File: src/rtl/exec_seq_pkg.sv
// Shared types and constants for the instruction sequencer.
// EXEC_SEQUENCER_SINGLE_STEP_EN adds the PAUSE state used for single stepping.
package exec_seq_pkg;

  typedef enum logic [2:0] {
    S_IDLE,
    S_FETCH,
    S_DECODE,
    S_EXEC,
    S_WB,
`ifdef EXEC_SEQUENCER_SINGLE_STEP_EN
    S_HALT,
    S_PAUSE
`else
    S_HALT
`endif
  } state_t;

  localparam logic [3:0] OP_NOP  = 4'h8;
  localparam logic [3:0] OP_HALT = 4'hF;
  localparam logic [3:0] OP_SUB  = 4'h1;

  // Instruction word layout: opcode | rd | ra | rb, four bits each.
  localparam int FIELD_W = 4;
  localparam int OPC_LSB = 12;
  localparam int RD_LSB  = 8;
  localparam int RA_LSB  = 4;
  localparam int RB_LSB  = 0;

endpackage

File: src/rtl/exec_seq_decode.sv
// Combinational opcode classification for the sequencer.
module exec_seq_decode
  import exec_seq_pkg::*;
(
  input  logic [FIELD_W-1:0] opcode,
  output logic [2:0]         op_select,
  output logic               sub,
  output logic               is_alu,
  output logic               is_halt,
  output logic               is_illegal
);

  always_comb begin
    is_alu     = ~opcode[3];
    is_halt    = (opcode == OP_HALT);
    // Upper half minus NOP and HALT is unassigned.
    is_illegal = opcode[3] && (opcode != OP_NOP) && (opcode != OP_HALT);
    op_select  = is_alu ? opcode[2:0] : 3'd0;
    sub        = (opcode == OP_SUB);
  end

endmodule

File: src/rtl/exec_sequencer.sv
// Fetch/decode/execute/writeback sequencer driving an external ALU and register file.
// Define EXEC_SEQUENCER_SINGLE_STEP_EN to add the step input and PAUSE state.
//
//   state  | meaning
//   IDLE   | waiting for run
//   FETCH  | if_req high until if_ack, IR captured on ack
//   DECODE | classify IR; NOP/illegal retire here
//   EXEC   | ALU evaluates, flags captured at end of cycle
//   WB     | one-cycle wb_en, PC advances
//   HALT   | terminal until reset
//   PAUSE  | (single step only) wait for step after each retire
module exec_sequencer
  import exec_seq_pkg::*;
#(
  parameter int PC_W   = 4,
  parameter int DATA_W = 16
) (
  input  logic              clk,
  input  logic              reset,
  input  logic              run,
`ifdef EXEC_SEQUENCER_SINGLE_STEP_EN
  input  logic              step,
`endif
  output logic              if_req,
  output logic [PC_W-1:0]   if_addr,
  input  logic              if_ack,
  input  logic [DATA_W-1:0] if_data,
  output logic [3:0]        address_a,
  output logic [3:0]        address_b,
  output logic [2:0]        op_select,
  output logic              sub,
  input  logic [3:0]        alu_flags,
  output logic              wb_en,
  output logic [3:0]        wb_addr,
  output logic [3:0]        flags,
  output logic              halted,
  output logic              illegal
);

  state_t              state, state_next;
  logic [PC_W-1:0]     pc;
  logic [DATA_W-1:0]   ir;
  logic                is_alu, is_halt, is_illegal;
  logic                retire_nop;

  exec_seq_decode u_decode (
    .opcode     (ir[OPC_LSB +: FIELD_W]),
    .op_select  (op_select),
    .sub        (sub),
    .is_alu     (is_alu),
    .is_halt    (is_halt),
    .is_illegal (is_illegal)
  );

  assign address_a  = ir[RA_LSB +: FIELD_W];
  assign address_b  = ir[RB_LSB +: FIELD_W];
  assign wb_addr    = ir[RD_LSB +: FIELD_W];
  assign if_addr    = pc;
  assign retire_nop = (state == S_DECODE) && !is_alu && !is_halt;

  always_ff @(posedge clk or posedge reset) begin
    if (reset) begin
      state <= S_IDLE;
    end else begin
      state <= state_next;
    end
  end

  always_comb begin
    state_next = state;
    if_req     = 1'b0;
    wb_en      = 1'b0;
    halted     = 1'b0;
    case (state)
      S_IDLE: begin
        if (run) state_next = S_FETCH;
      end
      S_FETCH: begin
        if_req = 1'b1;
        if (if_ack) state_next = S_DECODE;
      end
      S_DECODE: begin
        if (is_alu) begin
          state_next = S_EXEC;
        end else if (is_halt) begin
          state_next = S_HALT;
        end else begin
`ifdef EXEC_SEQUENCER_SINGLE_STEP_EN
          state_next = S_PAUSE;
`else
          state_next = run ? S_FETCH : S_IDLE;
`endif
        end
      end
      S_EXEC: begin
        state_next = S_WB;
      end
      S_WB: begin
        wb_en = 1'b1;
`ifdef EXEC_SEQUENCER_SINGLE_STEP_EN
        state_next = S_PAUSE;
`else
        state_next = run ? S_FETCH : S_IDLE;
`endif
      end
      S_HALT: begin
        halted = 1'b1;
      end
`ifdef EXEC_SEQUENCER_SINGLE_STEP_EN
      S_PAUSE: begin
        if (!run) begin
          state_next = S_IDLE;
        end else if (step) begin
          state_next = S_FETCH;
        end
      end
`endif
      default: state_next = S_IDLE;
    endcase
  end

  always_ff @(posedge clk or posedge reset) begin
    if (reset) begin
      pc      <= '0;
      ir      <= '0;
      flags   <= '0;
      illegal <= 1'b0;
    end else begin
      if (state == S_FETCH && if_ack) ir <= if_data;
      if (state == S_EXEC) flags <= alu_flags;
      // PC wraps naturally at 2^PC_W.
      if (retire_nop || state == S_WB) pc <= pc + PC_W'(1);
      if (state == S_DECODE && is_illegal) illegal <= 1'b1;
    end
  end

endmodule

File: config.mk
export PLATFORM = sky130hd
export DESIGN_NAME = exec_sequencer
export DESIGN_NICKNAME = d
export VERILOG_FILES = /design/src/rtl/exec_seq_pkg.sv /design/src/rtl/exec_seq_decode.sv /design/src/rtl/exec_sequencer.sv
export SDC_FILE = /design/constraint.sdc
export NUM_CORES = 1
export LEC_CHECK = 0
export CAP_MARGIN = 40
export CELL_PAD_IN_SITES_DETAIL_PLACEMENT = 1
export CELL_PAD_IN_SITES_GLOBAL_PLACEMENT = 2
export CORE_MARGIN = 2
export CORE_UTILIZATION = 28
export CTS_CLUSTER_SIZE = 8
export DETAILED_ROUTE_END_ITERATION = 10
export GPL_TIMING_DRIVEN = 0
export PLACE_DENSITY = 0.79
export SLEW_MARGIN = 20
export SYNTH_ARGS = -nofsm -noshare
export SYNTH_HDL_FRONTEND = slang
export SYNTH_SLANG_ARGS = --single-unit
File: constraint.sdc
create_clock -name clk -period 1.9 [get_ports clk]
set_input_delay 0.475 -clock clk [delete_from_list [all_inputs] [get_ports clk]]
set_output_delay 0.475 -clock clk [all_outputs]
set_load 0.05 [all_outputs]
==> run_results.csv <==
group,metric,value,unit
layout,layout.nets,188,
yosys,ys_warn_count,0,
critical_path,critPathMaxFanout,10,
floorplan,die_area,5620,µm²
timing,tightest_slew,0.606,ns
yosys,synth-seq-cells,28,
place,post-place-ws,-0.347,ns
clock_tree,hold_buffers,0,
timing,setup_ws,0.0961,ns
drt,ant_nets,0,
global_routing,grt_overflow,0,
drt,detail_route.first_pass.iterations,2,
global_routing,grt_pass1_vias,1131,
yosys,synth_top_area_frac,0.497,
yosys,ys_top_cells_by_count,"dfrtp_1 (28), buf_4 (12), mux2_4 (11), mux2_2 (10), nor3b_1 (4)",
power_and_ir_drop,pwr_density_cell,1980,nW/µm²
floorplan,die_w,75.0,µm
clock_tree,clock_latency,0.27,ns
clock_tree,ctsRootBufferMaster,"clkbuf_8",
min_path,worstHoldPathType,"reg -> reg",
timing,relSlewSlack,0.596,
clock_tree,clkSinkCount,28,
layout,diodes,0,
place,gp_congestion,0.704,
floorplan,start_util,0.295,
clock_tree,cts_buffers,3,
power_and_ir_drop,switchingPower,0.00198,W
floorplan,rows,25,
clock_tree,cts_tree,"yes",
timing,hold_ws,0.496,ns
layout,syn_to_final_growth,47.2,%
yosys,yosysSeqAreaShare,0.497,
power_and_ir_drop,combPwrFrac,0.646,
power_and_ir_drop,peakVddDrop,0.668,mV
critical_path,arrival,1.33,ns
yosys,synthTopCellsByArea,"dfrtp_1 (50%), mux2_4 (12%), mux2_2 (8.0%)",
layout,post_route_cells_drive_above_1_share,0.366,
yosys,netlist_instances,105,
layout,final_cell_area,2080,µm²
timing,max_freq,554,MHz
yosys,synthFlopType,"dfrtp_1",
power_and_ir_drop,pwr-share-clk,0.077,
yosys,async_flop_share,1.00,
yosys,synth_edf_count,0,
drt,vias,995,
power_and_ir_drop,p_leak,0.925,nW
outcome,outcome,"completed",
global_routing,grt_pass1_wl,5.35,mm
min_path,min_path_cells,1,
drt,drc,0,
floorplan,coreArea,4790,µm²
drt,routed_wl,3.21,mm
critical_path,path_class,"reg -> out",
drt,via_per_inst,4.36,
clock_tree,clockBufferDepth,2,
global_routing,grt_usage,0.124,
yosys,synth_largest_area_cell,"dfrtp_1",
critical_path,cp.required,1.42,ns
power_and_ir_drop,sequentialPowerShare,0.277,
floorplan,ios,52,
clock_tree,clkSlewWorstSetupHoldPaths,0.09,ns
timing,timing.final.max_slew_violations,0,
timing,finalCritPeriodShare,0.949,
yosys,syn-cell-area,1410,µm²
timing,period_needed,1.80,ns
yosys,avgSynthCellArea,13.4,µm²
place,hpwl,2.53,mm
timing,hold_viol,0,
power_and_ir_drop,switching_share,0.481,
critical_path,rr_worst_depth,6,
yosys,yosysMostFrequentCell,"dfrtp_1",
global_routing,antenna_found_initial,0,
yosys,yosysUniqueCellTypes,35,
floorplan,die_h,75.0,µm
clock_tree,htreeDepth,1,
critical_path,crit_path_start_kind,"register",
global_routing,grt_max_degree,17,
flow_run,drv_cap,0,
place,io_buffers,51,
drt,drt_iter0_drc,24,
yosys,syn_nets,130,
drt,wl_per_cell,14.1,µm
critical_path,end_kind,"output pin",
timing,finClkSkew,0.00149,ns
power_and_ir_drop,internal_power,0.00213,W
layout,final_util,0.434,
place,postPlaceCellArea,2050,µm²
timing,setup_viol,0,
-- logic make-up after synthesis --
kind of cell    Yosys count  synth area share
mux                      21             0.197
buf+inv                  19             0.106
flops                    28             0.497
simple gates             23             0.112
fa+ha+maj                 1           0.00887
xor+xnor                  2            0.0124
compound gates           11            0.0665
-- repair_timing --
action,4_1_cts,5_1_grt
setup buffers,0,1
pin swaps,0,1
endpoints found under the setup margin,28,4
hold endpoints to repair,0,0
gates resized for setup,55,6
-- path summary, 6_finish.rpt --
path	from	to	slack, ns
worst max-delay path	state[1]$_DFFE_PP0P_	wb_en	0.1
worst min-delay path	illegal$_DFFE_PP0P_	illegal$_DFFE_PP0P_	0.50
worst max register to register	state[2]$_DFFE_PP0P_	ir[8]$_DFFE_PP0P_	0.35
worst min register to register	illegal$_DFFE_PP0P_	illegal$_DFFE_PP0P_	0.50
max in group asynchronous	reset	ir[15]$_DFFE_PP0P_	0.83
min in group asynchronous	reset	ir[11]$_DFFE_PP0P_	0.57
-- routing by layer --
layer / track usage / wire length (µm) / share of wire
met5: 0 / 0 / 0
met4: 0.0238 / 11 / 0.0034
met3: 0.0321 / 222 / 0.069
met2: 0.217 / 1650 / 0.51
met1: 0.156 / 1330 / 0.41
-- power by group through the flow --
stage,Sequential (W),Clock (W),Combinational [W]
2_1_floorplan,0.00141,0,0.00177
3_5_place_dp,0.00115,0,0.00284
3_3_place_gp,0.00113,0,0.00279
4_1_cts,0.00114,0.000334,0.00267
6_report,0.00114,0.000316,0.00266
5_1_grt,0.00119,0.000356,0.00281
-- metrics by stage --
stage	TNS [ns]	total power, W	cells
after floorplan	-0.619	0.00317	105
after global placement	-1.86	0.00391	223
after detailed placement	-2.10	0.00399	224
after CTS	0	0.00414	227
after global routing	-0.00532	0.00436	228
final	0	0.00411	228
-- cell type report --
class | instances | area (µm²)
fill | 523 | 2710
timing repair buffer | 53 | 517
clock buffer | 3 | 41.3
inverter | 2 | 7.51
buffer | 17 | 145
multi-input combinational | 58 | 579
sequential | 28 | 702
tap | 67 | 83.8
-- critical path, stage by stage, from the launching register on --
cell,delay (ns)
dfrtp_1,0.40
buf_2,0.20
nor3b_4,0.27
buf_6,0.20
-- registers in the layout, summed over array words and instances (netlist names) --
signal,flops
flags,4
state,3
illegal,1
if_addr,4
ir,16
-- placed cells by master, fill, tap and decap left out, drive strengths merged --
master         netlist  final
a21boi               2      2
a21oi                2      2
a31o                 1      1
a32o                 1      1
and2b                1      1
and3                 1      1
and3b                1      1
and4bb               1      1
buf                 17     21
clkbuf               0      5
clkdlybuf4s15        0      3
clkdlybuf4s50        0     23
dfrtp               28     28
dlygate4sd2          0     21
ha                   1      1
inv                  2      2
mux2                21     21
nand2                2      2
nand2b               1      1
nand3                3      3
nand3b               1      1
nor2                 1      1
nor2b                4      4
nor3b                5      5
o22ai                2      2
o2bb2ai              1      1
o31a                 1      1
o41ai                1      1
or2                  1      1
or3                  1      1
xnor2                1      1
xor2                 1      1
(Power assumes the default switching activity.)
